$ cat config.mk
export PLATFORM = sky130hd
export DESIGN_NAME = video_text_render
export DESIGN_NICKNAME = d
export VERILOG_FILES = /design/src/rtl/video_text_render_pkg.sv /design/src/rtl/video_text_render_sync_delay.sv /design/src/rtl/video_text_render.sv
export SDC_FILE = /design/constraint.sdc
export NUM_CORES = 1
export LEC_CHECK = 0
export CORE_MARGIN = 5
export CORE_UTILIZATION = 46
export CTS_CLUSTER_SIZE = 25
export DETAILED_ROUTE_END_ITERATION = 7
export GPL_ROUTABILITY_DRIVEN = 1
export PLACE_DENSITY = 0.72
export SETUP_SLACK_MARGIN = 0.15
export SYNTH_ARGS = -nofsm -noshare
export SYNTH_HDL_FRONTEND = slang
export SYNTH_SLANG_ARGS = --single-unit
$ cat constraint.sdc
create_clock -name clk -period 8.25 [get_ports clk]
set_clock_uncertainty 0.15 [all_clocks]
set_input_delay 2.0625 -clock clk [delete_from_list [all_inputs] [get_ports clk]]
set_output_delay 2.0625 -clock clk [all_outputs]
set_load 0.02 [all_outputs]
$ cat src/rtl/video_text_render_pkg.sv
// Shared types and field positions for the text-mode display memory and render pipeline.
package video_text_render_pkg;

  typedef logic [15:0] disp_addr_t;
  typedef logic [15:0] disp_data_t;
  typedef logic [3:0]  color_t;

  localparam int DISP_CHAR_LSB  = 0;
  localparam int DISP_FORE_LSB  = 8;
  localparam int DISP_BACK_LSB  = 12;
  localparam int RENDER_LATENCY = 3;

endpackage

$ cat src/rtl/video_text_render_sync_delay.sv
// N-stage shift register that keeps timing strobes aligned with a fixed-latency pixel pipeline.
module video_sync_delay #(
  parameter int STAGES = 3,
  parameter int WIDTH  = 3
) (
  input  logic             clk,
  input  logic             reset_n,
  input  logic [WIDTH-1:0] d_i,
  output logic [WIDTH-1:0] q_o
);

  logic [WIDTH-1:0] pipe_q [STAGES];

  always_ff @(posedge clk or negedge reset_n) begin
    if (!reset_n) begin
      for (int i = 0; i < STAGES; i++) pipe_q[i] <= '0;
    end else begin
      pipe_q[0] <= d_i;
      for (int i = 1; i < STAGES; i++) pipe_q[i] <= pipe_q[i-1];
    end
  end

  assign q_o = pipe_q[STAGES-1];

endmodule

$ cat src/rtl/video_text_render.sv
// Text-mode renderer: raster-scans character/attribute memory, fetches glyph rows from the
// font ROM and emits one 4-bit color index per pixel, three cycles behind the timing inputs.
module video_text_render
  import video_text_render_pkg::*;
#(
  parameter int TEXT_COLS = 80,
  parameter int TEXT_ROWS = 30,
  parameter int FONT_H    = 16,
  parameter int FONT_W    = 8
) (
  input  logic        clk,
  input  logic        reset_n,
  input  logic        visible_i,
  input  logic        hsync_i,
  input  logic        vsync_i,
  input  logic        eof_i,
  input  disp_addr_t  disp_base_i,
  output logic        rd_en_o,
  output disp_addr_t  rd_addr_o,
  input  disp_data_t  rd_data_i,
  output logic [11:0] font_addr_o,
  input  logic [7:0]  font_data_i,
  output color_t      color_o,
  output logic        visible_o,
  output logic        hsync_o,
  output logic        vsync_o
);

  localparam int              CW        = $clog2(TEXT_COLS + 1);
  localparam logic [CW-1:0]   COLS_C    = CW'(TEXT_COLS);
  localparam logic [3:0]      SCAN_LAST = 4'(FONT_H - 1);

  if (FONT_W != 8 || FONT_H < 1 || FONT_H > 16 || (FONT_H & (FONT_H - 1)) != 0 ||
      TEXT_ROWS < 1) begin : g_param_check
    $error("video_text_render: unsupported text geometry");
  end

  logic          armed_q;
  logic [2:0]    x_q, x_d;
  logic [CW-1:0] col_q, col_d;
  logic [3:0]    scan_q, scan_d;
  disp_addr_t    line_base_q, line_base_d;

  logic          active_p0, first_p0, inr_p0, line_end;
  logic          vld_p1_q, first_p1_q, inr_p1_q, rd_p1_q;
  logic [3:0]    scan_p1_q;
  logic          vld_p2_q, first_p2_q, inr_p2_q;
  color_t        fore_p2_q, back_p2_q;
  logic [7:0]    shift_q, shift_d;
  color_t        fore_q, fore_d, back_q, back_d;
  color_t        color_q, color_d;
  logic [2:0]    sync_q;

  // Stage 0: addressing. armed_q holds off rendering after reset until visible has been low.
  assign active_p0 = visible_i & armed_q;
  assign first_p0  = (x_q == 3'd0);
  assign inr_p0    = (col_q < COLS_C);
  assign rd_en_o   = active_p0 & first_p0 & inr_p0;
  assign rd_addr_o = rd_en_o ? line_base_q + disp_addr_t'(col_q) : '0;
  assign line_end  = vld_p1_q & ~visible_i;

  always_comb begin
    x_d         = x_q;
    col_d       = col_q;
    scan_d      = scan_q;
    line_base_d = line_base_q;
    if (eof_i) begin
      x_d         = '0;
      col_d       = '0;
      scan_d      = '0;
      line_base_d = disp_base_i;
    end else if (line_end) begin
      x_d   = '0;
      col_d = '0;
      if (scan_q == SCAN_LAST) begin
        scan_d      = '0;
        line_base_d = line_base_q + disp_addr_t'(TEXT_COLS);
      end else begin
        scan_d = scan_q + 4'd1;
      end
    end else if (active_p0) begin
      x_d = x_q + 3'd1;
      if (x_q == 3'd7 && inr_p0) col_d = col_q + CW'(1);
    end
  end

  // Stage 1: glyph row lookup from the returned character code.
  assign font_addr_o = rd_p1_q ? {rd_data_i[DISP_CHAR_LSB +: 8], scan_p1_q} : '0;

  // Stage 2: shifter loads on a cell's first pixel, otherwise walks toward the MSB.
  always_comb begin
    shift_d = first_p2_q ? font_data_i : {shift_q[6:0], 1'b0};
    fore_d  = first_p2_q ? fore_p2_q : fore_q;
    back_d  = first_p2_q ? back_p2_q : back_q;
    color_d = '0;
    if (vld_p2_q && inr_p2_q) color_d = shift_d[7] ? fore_d : back_d;
  end

  always_ff @(posedge clk or negedge reset_n) begin
    if (!reset_n) begin
      armed_q     <= 1'b0;
      x_q         <= '0;
      col_q       <= '0;
      scan_q      <= '0;
      line_base_q <= '0;
      vld_p1_q    <= 1'b0;
      first_p1_q  <= 1'b0;
      inr_p1_q    <= 1'b0;
      rd_p1_q     <= 1'b0;
      vld_p2_q    <= 1'b0;
      first_p2_q  <= 1'b0;
      inr_p2_q    <= 1'b0;
      color_q     <= '0;
    end else begin
      armed_q     <= armed_q | ~visible_i;
      x_q         <= x_d;
      col_q       <= col_d;
      scan_q      <= scan_d;
      line_base_q <= line_base_d;
      vld_p1_q    <= active_p0;
      first_p1_q  <= first_p0;
      inr_p1_q    <= inr_p0;
      rd_p1_q     <= rd_en_o;
      vld_p2_q    <= vld_p1_q;
      first_p2_q  <= first_p1_q;
      inr_p2_q    <= inr_p1_q;
      color_q     <= color_d;
    end
  end

  always_ff @(posedge clk) begin
    scan_p1_q <= scan_q;
    if (rd_p1_q) begin
      fore_p2_q <= rd_data_i[DISP_FORE_LSB +: 4];
      back_p2_q <= rd_data_i[DISP_BACK_LSB +: 4];
    end
    shift_q <= shift_d;
    fore_q  <= fore_d;
    back_q  <= back_d;
  end

  assign color_o = color_q;

  video_sync_delay #(
    .STAGES (RENDER_LATENCY),
    .WIDTH  (3)
  ) u_sync_delay (
    .clk     (clk),
    .reset_n (reset_n),
    .d_i     ({visible_i, hsync_i, vsync_i}),
    .q_o     (sync_q)
  );

  assign {visible_o, hsync_o, vsync_o} = sync_q;

endmodule

Word-level counts from Yosys, hierarchy flattened

Index checks and enable logic that the tools add are counted.

$add $sub $neg: 5
Bitwise operators: 6
Muxes and demuxes: 20
Reduce and logical (&&, ||, !) cells: 9
Order comparisons: 1
Equal/unequal tests: 2

Operator list:

| cell                                          | count |
|---|---|
| 2-to-1 mux 16 bit                             | 4 |
| 2-to-1 mux 4 bit                              | 7 |
| 2-to-1 mux 7 bit                              | 4 |
| adder 16 x 7 -> 16 bit                        | 1 |
| adder 16 x 7 -> 16 bit, second input constant | 1 |
| 2-to-1 mux 12 bit                             | 1 |
| 2-to-1 mux 3 bit                              | 3 |
| 2-to-1 mux 8 bit                              | 1 |
| adder 7 x 1 -> 7 bit, second input constant   | 1 |
| < comparator 7 bit, second input constant     | 1 |
| nonzero test 3 bit                            | 2 |
| adder 4 x 1 -> 4 bit, second input constant   | 1 |
| AND 1 bit                                     | 4 |
| equality test 4 bit, second input constant    | 1 |
| AND reduction 2 bit                           | 2 |
| nonzero test 2 bit                            | 2 |
| adder 3 x 1 -> 3 bit, second input constant   | 1 |
| equality test 3 bit, second input constant    | 1 |
| logical NOT 3 bit                             | 1 |
| logical AND 1 bit                             | 2 |
| NOT 1 bit                                     | 1 |
| OR 1 bit                                      | 1 |

Register bits: 78
Word-level logic and storage cells: 66

Depth between registers and ports, before layout

Gate-level depths: netlist (run 1).

Word-level depth: 6
Mapped depth: 8

Hierarchy

From an unflattened synthesis (run 1), not the netlist that was laid out.

Cells, all modules: 326
Area total of the unflattened synthesis: 3542.1 µm²

By module, submodules not included:

| module            | area an instance (µm²) | instances | cells an instance | sequential area each (µm²) |
|---|---|---|---|---|
| video_text_render | 3294.4                 | 1         | 314               | 1671.6 |
| video_sync_delay  | 247.7                  | 1         | 12                | 225.2 |

Least setup slack after synthesis (run 1)

Ideal clock, no wire load.

Kind: input to output
Start: input visible_i
End: output rd_addr_o[14]
Setup slack: 2.963 ns
Data required time: 6.037 ns
Path buffers: 0
Stages: 5
Arrival: 3.075 ns
Cells stage by stage: nand2_1 -> inv_2 -> nand3_1 -> or4_1 -> nand2_1

Longest elaborated chain between the ends: 4

RTL lines:

| item                    | RTL line                | text |
|---|---|---|
| start: declaration      | video_text_render.sv:13 | `input logic visible_i,` |
| AND 1 bit               | video_text_render.sv:55 | `assign active_p0 = visible_i & armed_q;` |
| named net active_p0     | video_text_render.sv:44 | `logic active_p0, first_p0, inr_p0, line_end;` |
| AND 1 bit (2 in series) | video_text_render.sv:58 | `assign rd_en_o = active_p0 & first_p0 & inr_p0;` |
| 2-to-1 mux 16 bit       | video_text_render.sv:59 | `assign rd_addr_o = rd_en_o ? line_base_q + disp_addr_t'(col_q) : '0;` |
| end: declaration        | video_text_render.sv:19 | `output disp_addr_t rd_addr_o,` |

The timed path passes the listed nets, and every way through them passes these cells.

Worst setup path in the final report (run 1)

Ends and elaborated chain as after synthesis.

==> summary.md, run 1 <==
| Metric | Value |
|---|---|
| Crit-path max cell delay | approximately 0.7 ns |
| Sw Share | about 28% |
| Post-Route WL | just over 7 mm |
| Post-DP HPWL | between 5 and 6 mm |
| DP Cell Count | between 400 and 500 |
| Synth Area in Compound Gates | 6.633% |
| CTS tree | yes |
| Most frequent cells in the layout | clkdlybuf4s50_1 (80), dfrtp_1 (51), nor2_1 (40) |
| Synth area leader | dfrtp_1 |
| Clock Pin Slew Worst Setup and Hold Paths | roughly 0.10 ns |
| Setup TNS | 0 ns |
| Share of the synthesized area in the top cell type | a little over a third |
| Storage element area | roughly 1900 µm² |
| Pre-CTS WS | roughly 1.4 ns |
| Pwr Density | around 180 nW/µm² |
| Crit share post-route | 83.10% |
| CP Cell Sequence | clkdlybuf4s50_1 -> nand2_1 -> inv_2 -> nand3_1 -> or4_1 -> nand2_1 -> clkdlybuf4s50_1 |
| CTS resizes | 0 |
| Final worst slack | roughly 1.4 ns |
| Area of the multi-input gates | 1510 µm² |
| Post-CTS Setup Bufs | 0 |
| Synth Area in Adders | roughly 5.2% |
| DRC viols | 0 |
| Vias in the first global route | approximately 2600 |
| Setup CP Type | in2out |
| Final Core Density | 62.31% |
| Minimum clock period | between 6 and 7 ns |
| Worst-path fanout max | 16 |
| Worst EP required | around 6.0 ns |
| Max VDD drop | 101.7 µV |
| Status | complete, no violations |
| Port Buffers | slightly above 80 |
| Synth cell types | 40 |
| Routed Antenna Nets | 0 |
| Syn_nets | 383 |
| Mean Syn Cell Area | 10.86 µm² |
| Top Family by Delay on Critical Path | simple AND/OR/NAND/NOR gates |
| Cell-internal power | 0.6036 mW |
| Worst-Margin Slew | ~0.62 ns |
| Largest net degree at the start of global routing | between 50 and 60 |
| Global-route wire length before repair | 12.05 mm |
| Layout cells sized above 1 | under 10% |
| Maxcap violations | 0 |
| Hold Crit Class | reg2reg |
| H-tree depth | 3 |
| Ys async rst share | about two thirds |
| # rows | 31 |
| Initial Utilization | between 40% and 50% |
| Iter 0 DRT Violations | 84 |
| Fmax | 0.1459 GHz |
| Setup violators final | 0 |
| Final GP Congestion | approximately 0.83 |
| Via count | about 2500 |
| CP Capture Type | output pin |
| Arr. time, crit path | roughly 4.6 ns |
| Total grt overflow | 0 |
| Worst-skew pair later-pin latency | 0.35 ns |
| Post-synthesis mux area share | between 7 and 8% |
| Critical-path top delay cell | or4_1 |
| Flops & latches, synth | 78 |
| Area of the mapped netlist | around 3500 µm² |
| Root buf cell | clkbuf_8 |
| Largest family of logic cells by synthesized area | simple AND/OR/NAND/NOR gates |
| Die Wd | slightly below 100 µm |
| Non-Filler Instances | between 500 and 600 |
| WL/cell | 13.99 µm |
| Sequential cell area fraction in the yosys report | roughly 54% |
| Initial antenna violation count | 0 |
| Gr usage total | 15.74% |
| Type of origin of the critical path | primary input |
| Register-to-register path setup slack | about 6.3 ns |
| CP bufs+invs | 3 |
| Most common cell after layout, fill and taps aside | clkdlybuf4s50_1 |
| XOR/XNOR Fraction of Synth Area | roughly 7.5% |
| Hold Fails Final Rpt | 0 |
| DR vias/cell | approximately 5 |
| RSZ-0062 raised after global routing | false |
| # diodes | 0 |
| Clk network pwr share | between 30% and 40% |
| Clock Sinks | 78 |
| Synth top area cells | dfrtp_1 (36%), dfxtp_1 (11%), edfxtp_1 (6.8%) |
| Deepest clock path buffer count | 2 |
| Area delta synth->final | 30.21% |
| Lkg Pwr | around 1.9 nW |
| YS warnings | 0 |
| Die Ht | ~100 µm |
| Io pins | 82 |
| CTS Buf Count | 9 |
| Final slew viol count | 0 |
| Core box area | approximately 7300 µm² |
| Die Area | 9473 µm² |
| 1st-pass router iterations | 4 |
| Power share of the combinational group | 15.8% |
| Post-synthesis simple-gate area fraction | 15.98% |
| Synth Instances | about 320 |
| Overall Power | about 0.84 mW |
| Post-synth top flop | dfrtp_1 |
| Final net count | roughly 470 |
| Filler Cell Count | between 600 and 700 |
| NetSw | roughly 0.24 mW |
| Relative slew margins | 57.70% |
| EDFF count, synth | 8 |
| Seq pwr share | roughly 52% |
| Hold buffer count at cts | 0 |
==> registers in the layout, summed over array words and instances, names as in the netlist, 3 cells and up <==
name and flops:
back_p2_q 4, back_q 4, col_q 7, color_o 4
fore_p2_q 4, fore_q 4, line_base_q 16, scan_p1_q 4
scan_q 4, shift_q 7, u_sync_delay.pipe_q 6, u_sync_delay.q_o 3
x_q 3
==> cells in the mapped netlist (all sizes together) (2+ instances only) <==
cell,count
edfxtp,8
nand2,30
and4,2
nor3,2
nor2b,2
and2,15
a21oi,11
ha,13
nand4,4
or3,2
nand3b,2
buf,4
dfrtp,51
nor2,40
inv,8
mux2i,8
and3,3
o31ai,2
xnor2,15
clkbuf,8
dfxtp,19
o211ai,5
or4,2
mux2,17
nand2b,3
o21ai,16
xor2,15
a21o,3
nand3,7
==> per-layer routing <==
layer / part of all wire (%) / vias up / GRT usage [%] / wire [µm]
li1: - / 1261 / - / -
met3: 4.6 / 7 / 3.805 / 328
met5: 0 / - / 0 / 0
met2: 47 / 71 / 26.01 / 3374
met4: 1.5 / 0 / 6.496 / 105
met1: 47 / 1205 / 19.81 / 3311
==> final timing paths <==
path | from | end | cells after the start
worst max-delay path | visible_i | rd_addr_o[14] | 7
worst min register to register | u_sync_delay.pipe_q[4] | u_sync_delay.q_o[1] | 0
worst min-delay path | u_sync_delay.pipe_q[4] | u_sync_delay.q_o[1] | 0
worst max register to register | first_p2_q | color_o[2] | 3
max in group asynchronous | reset_n | scan_q[3] | 2
min in group asynchronous | reset_n | col_q[2] | 2
==> final cells by class <==
type	count	share of cell area, %
Clock buffer	9	2.712
Clock inverter	7	1.369
Inverter	8	0.6574
Multi-Input combinational cell	225	33.06
Sequential cell	78	41.52
Tap cell	99	2.712
Timing Repair Buffer	83	17.97
==> logic make-up after synthesis <==
group | after synthesis
xor+xnor | 30
simple gates | 116
flops | 78
buf+inv | 20
mux | 25
fa+ha+maj | 14
compound gates | 40
==> power groups by stage <==
stage	Combinational, mW	Sequential, mW	Clock, mW
finish	0.133	0.437	0.269
global route	0.146	0.442	0.295
detailed placement	0.135	0.446	0
global placement	0.132	0.445	0
CTS	0.135	0.438	0.276
floorplan	0.0740	0.441	0
==> through the flow <==
| stage | hold slack (ns) | area, µm² |
|---|---|---|
| final | 0.2027 | 4568 |
| after global routing | 0.2198 | 4568 |
| after floorplan | 0.1812 | 3508 |
| after detailed placement | 0.1863 | 4382 |
| after CTS | 0.2068 | 4568 |
| after global placement | 0.1827 | 4382 |
(Power assumes the default switching activity.)
==> run 2: changes to the inputs <==
- clock period: 8.25 -> 6.7 ns (I/O delays scaled with it)
==> summary.md, run 2 (synthesis results as in run 1) <==
| Metric | Value |
|---|---|
| Status | complete, no violations |
| Vias in the first global route | 2594 (+1.7%) |
| Final Core Density | 62.57% (+0.26 points) |
| Worst-skew pair later-pin latency | 0.35 ns (about the same) |
| Maxcap violations | 0 (unchanged) |
| Final worst slack | 0.9499 ns (-0.4444 ns) |
| Minimum clock period | ~5.8 ns |
| Clock Pin Slew Worst Setup and Hold Paths | 0.09 ns (about the same) |
| WL/cell | 13.84 µm (-1.1%) |
| Post-DP HPWL | 5.206 mm (-1.3%) |
| Setup CP Type | in2out |
| 1st-pass router iterations | 4 (unchanged) |
| # diodes | 0 (unchanged) |
| Iter 0 DRT Violations | 62 (-26%) |
| Max VDD drop | 98.69 µV (-2.9%) |
| Arr. time, crit path | 3.93 ns (-0.71 ns) |
| Hold buffer count at cts | 0 (unchanged) |
| Most frequent cells in the layout | clkdlybuf4s50_1 (80), dfrtp_1 (51), nor2_1 (40) |
| Die Wd | 97.33 µm (unchanged) |
| Global-route wire length before repair | 12.27 mm (+1.8%) |
| Placed cell areas | 4389 µm² (+0.17%) |
| Fmax | approximately 0.17 GHz |
| Crit share post-route | 85.82% |
| CTS Buf Count | 9 (unchanged) |
| Root buf cell | clkbuf_8 |
| Largest net degree at the start of global routing | 52 (unchanged) |
| Gr usage total | 16.01% (+0.27 points) |
| CTS resizes | 0 (unchanged) |
| Area delta synth->final | 30.74% |
| Filler Cell Count | 596 (-2.3%) |
| Smallest hold slack | 0.2031 ns (+0.0004080 ns) |
| Final GP Congestion | 0.8143 (-1.5%) |
| Hold Crit Class | reg2reg |
| Setup violators final | 0 (unchanged) |
| H-tree depth | 3 (unchanged) |
| Die Ht | 97.33 µm (unchanged) |
| DR vias/cell | 4.927 (-1.4%) |
| Hold Fails Final Rpt | 0 (unchanged) |
| CTS tree | yes |
| Core box area | 7331 µm² (unchanged) |
| Final net count | 466 (+0.22%) |
| Setup TNS | 0 ns (unchanged) |
| Relative slew margins | 57.13% (-0.57 points) |
| Via count | 2513 (-1.2%) |
| Port Buffers | 81 (unchanged) |
| Post-CTS Setup Bufs | 0 (unchanged) |
| # rows | 31 (unchanged) |
| Largest Register | line_base_q |
| Initial antenna violation count | 0 (unchanged) |
| Pwr Density | 227.9 nW/µm² (+24%) |
| Final Cell Area | 4587 µm² (+0.41%) |
| Initial Utilization | 47.86% (unchanged) |
| Pre-CTS WS | 0.9267 ns (-0.4406 ns) |
| Worst-Margin Slew | 0.6431 ns (+0.02624 ns) |
| Layout cells sized above 1 | 9.732% (+0.22 points) |
| Lkg Pwr | 1.916 nW (+1.0%) |
| RSZ-0062 raised after global routing | false |
| Clock Sinks | 78 (unchanged) |
| Most common cell after layout, fill and taps aside | clkdlybuf4s50_1 |
| Worst EP required | 4.88 ns (-1.16 ns) |
| Post-Route WL | 7.057 mm (-0.87%) |
| Total grt overflow | 0 (unchanged) |
| Type of origin of the critical path | primary input |
| Deepest clock path buffer count | 2 (unchanged) |
| Die Area | 9473 µm² (unchanged) |
| CP Capture Type | output pin |
| DRC viols | 0 (unchanged) |
| Routed Antenna Nets | 0 (unchanged) |
| Io pins | 82 (unchanged) |
| Final slew viol count | 0 (unchanged) |
| Max reg flops | 16 (unchanged) |
| Worst-path fanout max | 16 (unchanged) |
| Biggest regs | line_base_q: 16 flops, col_q: 7 flops, shift_q: 7 flops |
## run 2: power breakdown
part	total (mW)	switching [mW]	internal (mW)
sequential	0.539	0.0266	0.512
combinational	0.164	0.0744	0.0895
clock	0.343	0.195	0.147
## run 2: worst max-delay path: stages
cell,delay [ns]
clkdlybuf4s50_1,0.53
nand2_1,0.12
inv_2,0.11
nand3_1,0.09
buf_4,0.20
or4_1,0.52
nand2_1,0.08
clkdlybuf4s50_1,0.60
## run 2: area by class of cell
cell class,count,area [µm²],share of cell area (%)
multi-input combinational,225,1510,32.92
clock inverter,7,73.82,1.609
inverter,8,30.03,0.6547
timing repair buffer,84,828.3,18.06
clock buffer,9,123.9,2.700
tap,99,123.9,2.700
sequential,78,1897,41.35
## run 2: through the flow
step                      std cells  power [mW]
after floorplan                 323      0.6337
after global placement          494      0.7111
after detailed placement        494      0.7154
after CTS                       510       1.060
after global routing            510       1.101
final                           510       1.046
## run 2: final timing paths
kind	start	end	slack [ns]	cells past startpoint
max	visible_i	rd_addr_o[14]	0.95	8
min	first_p1_q	first_p2_q	0.20	0
max reg2reg	first_p2_q	color_o[2]	4.74	3
min reg2reg	first_p1_q	first_p2_q	0.20	0
max in group asynchronous	reset_n	scan_q[1]	4.71	2
min in group asynchronous	reset_n	col_q[0]	1.27	2
## run 2: routing by layer
metal / part of all wire (%) / vias up / global-route usage (%)
met5: 0 / - / 0
met4: 1.9 / 0 / 7.029
met3: 5.4 / 13 / 4.379
met2: 47 / 71 / 25.42
met1: 46 / 1166 / 20.54
li1: - / 1263 / -
==> RTL edit 1: new RTL, settings of run 1 <==
Add an input register stage for `rd_data_i`, without a reset; this delays it by one clock. The other inputs are not delayed to match.
--- a/src/rtl/video_text_render.sv
+++ b/src/rtl/video_text_render.sv
@@ -30,4 +30,10 @@
   localparam logic [CW-1:0]   COLS_C    = CW'(TEXT_COLS);
   localparam logic [3:0]      SCAN_LAST = 4'(FONT_H - 1);
+
+  disp_data_t rd_data_q;
+
+  always_ff @(posedge clk) begin
+    rd_data_q <= rd_data_i;
+  end
 
   if (FONT_W != 8 || FONT_H < 1 || FONT_H > 16 || (FONT_H & (FONT_H - 1)) != 0 ||
@@ -86,5 +92,5 @@
 
   // Stage 1: glyph row lookup from the returned character code.
-  assign font_addr_o = rd_p1_q ? {rd_data_i[DISP_CHAR_LSB +: 8], scan_p1_q} : '0;
+  assign font_addr_o = rd_p1_q ? {rd_data_q[DISP_CHAR_LSB +: 8], scan_p1_q} : '0;
 
   // Stage 2: shifter loads on a cell's first pixel, otherwise walks toward the MSB.
@@ -132,6 +138,6 @@
     scan_p1_q <= scan_q;
     if (rd_p1_q) begin
-      fore_p2_q <= rd_data_i[DISP_FORE_LSB +: 4];
-      back_p2_q <= rd_data_i[DISP_BACK_LSB +: 4];
+      fore_p2_q <= rd_data_q[DISP_FORE_LSB +: 4];
+      back_p2_q <= rd_data_q[DISP_BACK_LSB +: 4];
     end
     shift_q <= shift_d;
Formal check against the unedited RTL: not equivalent (a bounded check fails within 4 cycles, from zero or initial values and one cycle with reset_n low).
==> RTL edit 1 against run 1 <==
Wire length rose by 7.5%. Hold slack lost 3.0 ps. Sequential share of layout area grew 3.2 points. Register-to-register slack improved by 50 ps. Synthesized area up 9.6%. Sequential cell count is 16 higher. Worst setup slack better by 14 ps. Total power rose by 16%. Via count rose by 3.3%. Final area is 8.5% higher. Critical path type unchanged. Critical endpoint is now rd_addr_o[12].
==> RTL edit 1: results (changes against run 1) <==
| Metric | Value |
|---|---|
| Status | complete, no violations (unchanged) |
| Ys async rst share | 54.3% (was 65.4%) |
| Arr. time, crit path | 4630 ps (was 4640 ps) |
| DP HPWL | 5570 um (was 5270 um) |
| Max VDD drop | 0.0810 mV (was 0.102 mV) |
| Critical path endpoint | rd_addr_o[12] (was rd_addr_o[14]) |
| Hold path start | u_sync_delay.pipe_q[6] (was u_sync_delay.pipe_q[4]) |
| DRT iter0 DRCs | 59 (was 84) |
| Yosys reg bits | 94 (was 78) |
| Leak pwr | 2.04 nW (was 1.90 nW) |
| Met1 global-route usage | 20.2% (was 19.8%) |
| Gr usage total | 15.7% (about the same) |
| Largest regs | line_base_q x16, rd_data_q x16 (was line_base_q x16, col_q x7, shift_q x7) |
| GR Layer Usage met2 | 25.4% (was 26.0%) |
| Avg Cell Area, Syn | 11.4 um2 (was 10.9 um2) |
| Mux cell area share after synthesis | 7.06% (was 7.74%) |
| Synth area leaders | dfrtp_1 33%, dfxtp_1 18%, edfxtp_1 6.3% (was dfrtp_1 36%, dfxtp_1 11%, edfxtp_1 6.8%) |
| CP peak stage delay | 650 ps (was 680 ps) |
| Fin nets | 478 (was 465) |
| Vias in the first global route | 2695 (was 2551) |
| Via count | 2628 (was 2544) |
| R2r setup slk | 6330 ps (was 6280 ps) |
| Placed Cells | 512 (was 493) |
| Met3 usage | 4.89% (was 3.80%) |
| Synthesized net count | 397 (was 383) |
| Ratio of cells with drive above 1 in the final layout | 11.1% (was 9.51%) |
| Fillers | 691 (was 610) |
| Switching Power | 0.000257 W (was 0.000236 W) |
| DR vias/cell | 4.98 (was 5.00) |
| Synth Area in Adders | 4.75% (was 5.21%) |
| Yosys cell types | 41 (was 40) |
| GP Congestion | 0.812 (was 0.827) |
| Max_slew headroom | 56.9% (was 57.7%) |
| Post-Synth XOR/XNOR Area | 6.61% (was 7.49%) |
==> RTL edit 1: cell count changes after synthesis, sizes merged, moves of 2 or more <==
cell,before,now
nand4,4,6
nor2b,2,4
nor2,40,31
nor3,2,4
buf,4,6
o21ai,16,18
xor2,15,19
dfxtp,19,35
xnor2,15,10
a21oi,11,13
==> RTL edit 1: routing by layer <==
layer / wire (um) / share of wire (%) / up-vias
met5: 0 / 0 / -
met4: 100 / 1.3 / 0
met3: 428 / 5.6 / 8
met2: 3590 / 47 / 63
met1: 3530 / 46 / 1255
li1: - / - / 1302
==> RTL edit 1: through the flow <==
stage	utilization, %	cell area, um2	hold WS [ps]	setup WS, ps	power [W]
global route	60.6	4960	208	1160	0.00102
global placement	58.0	4740	181	1420	0.000662
CTS	60.6	4960	209	1390	0.000986
finish	60.6	4960	200	1410	0.000974
detailed placement	58.0	4740	186	1350	0.000665
floorplan	-	3840	181	2970	0.000598
==> RTL edit 1: kinds of logic after synthesis <==
family / after synthesis
AO/OA/AOI/OAI: 42
XOR/XNOR: 29
adder cells (fa/ha/maj): 14
buffers and inverters: 20
flip-flops: 94
multiplexers: 25
AND/OR/NAND/NOR: 113
==> RTL edit 1: power by group through the flow <==
stage	Sequential, W	Combinational [W]	Clock (W)
after CTS	0.000522	0.000135	0.000330
after global placement	0.000529	0.000133	0
after detailed placement	0.000531	0.000134	0
after floorplan	0.000523	0.0000742	0
after global routing	0.000526	0.000146	0.000347
final	0.000521	0.000133	0.000321
==> RTL edit 1: area by class of cell <==
type                    instances  area, um2  share of cell area [%]
clock inverters                 7       92.6                    1.87
multi-input cells             223       1540                    31.2
repair buffers                 83        821                    16.6
flip-flops and latches         94       2220                    44.7
clock buffers                   9        124                    2.50
well taps                     105        131                    2.65
inverters                       7       26.3                   0.530
==> RTL edit 2: new RTL, config.mk and constraints of run 1 <==
Made on the original files. Register the output `vsync_o`, cleared by the reset; this adds one clock of latency there. The other outputs are not delayed to match.
--- a/src/rtl/video_text_render.sv
+++ b/src/rtl/video_text_render.sv
@@ -30,4 +30,6 @@
   localparam logic [CW-1:0]   COLS_C    = CW'(TEXT_COLS);
   localparam logic [3:0]      SCAN_LAST = 4'(FONT_H - 1);
+
+  logic vsync_d;
 
   if (FONT_W != 8 || FONT_H < 1 || FONT_H > 16 || (FONT_H & (FONT_H - 1)) != 0 ||
@@ -152,5 +154,13 @@
   );
 
-  assign {visible_o, hsync_o, vsync_o} = sync_q;
+  assign {visible_o, hsync_o, vsync_d} = sync_q;
+
+  always_ff @(posedge clk or negedge reset_n) begin
+    if (!reset_n) begin
+      vsync_o <= '0;
+    end else begin
+      vsync_o <= vsync_d;
+    end
+  end
 
 endmodule
Function: changed (a bounded check fails within 4 cycles, from zero or initial values and one cycle with reset_n low).
==> RTL edit 2 against run 1 <==
Worst setup slack better by 240 ps. Sequential cell count is 1 higher. Wire length rose by 2.0%. Synthesized area rose by 1.4%. Final area increased by 1.6%. Total power grew 2.2%. Sequential share of layout area shrank 0.13 points. Critical path depth stayed put. Hold slack got worse by 3.3 ps. First-iteration DRC count is 2.4% lower. Largest power group unchanged.
==> RTL edit 2: results (changes against run 1) <==
| Metric | Value |
|---|---|
| Status | complete, no violations (unchanged) |
| Crit-path leading delay family | buffers and inverters (was simple AND/OR/NAND/NOR gates) |
| Met1 WL | 3360 um (was 3310 um) |
| Max_slew headroom | 27.2% (was 57.7%) |
| Ys async rst share | 65.8% (was 65.4%) |
| Placed Cells | 495 (was 493) |
| Met1 global-route usage | 21.6% (was 19.8%) |
| Max VDD drop | 0.0758 mV (was 0.102 mV) |
| DRT iter0 DRCs | 82 (was 84) |
| Fin crit share | 80.2% (was 83.1%) |
| FF-to-FF Start | scan_q[0] (was first_p2_q) |
| Largest net degree at the start of global routing | 53 (was 52) |
| Arr. time, crit path | 4410 ps (was 4640 ps) |
| Leak pwr | 1.91 nW (was 1.90 nW) |
| R2R cell count | 6 (was 3) |
| Hold WS | 199 ps (was 203 ps) |
| Synth Area in Adders | 5.13% (was 5.21%) |
| DR vias/cell | 5.00 (about the same) |
| Ratio of cells with drive above 1 in the final layout | 11.2% (was 9.51%) |
| R2r setup slk | 6300 ps (was 6280 ps) |
| Metal2 WL | 3400 um (was 3370 um) |
| Finished Layout Cells | 511 (was 509) |
| GP Congestion | 0.823 (was 0.827) |
| Synthesized net count | 384 (was 383) |
| Register area share after synthesis | 54.0% (was 54.1%) |
| Avg Cell Area, Syn | 11.0 um2 (was 10.9 um2) |
RTL edit 2: cell count changes in the layout (fill, tap and decap cells not counted), moves of 3 or more:
| cell | before | now |
|---|---|---|
| o21ai_1 | 4 | 0 |
| nor2_1 | 40 | 30 |
| o21ai_0 | 12 | 17 |
| xnor2_1 | 15 | 12 |
| clkinvlp_4 | 3 | 0 |
RTL edit 2: layout make-up:
cell class                 count  area [um2]  share of cell area, %
tap                          102         128                   2.75
clock buffer                   9         124                   2.67
timing repair buffer          82         813                   17.5
inverter                       7        26.3                  0.566
sequential                    79        1920                   41.4
clock inverter                 7        76.3                   1.64
multi-input combinational    225        1550                   33.5
RTL edit 2: where the power goes:
group | internal (W) | switching (W) | total [W]
Sequential | 0.000421 | 0.0000233 | 0.000445
Clock | 0.000120 | 0.000161 | 0.000281
Combinational | 0.0000719 | 0.0000603 | 0.000132
Total | 0.000613 | 0.000245 | 0.000858
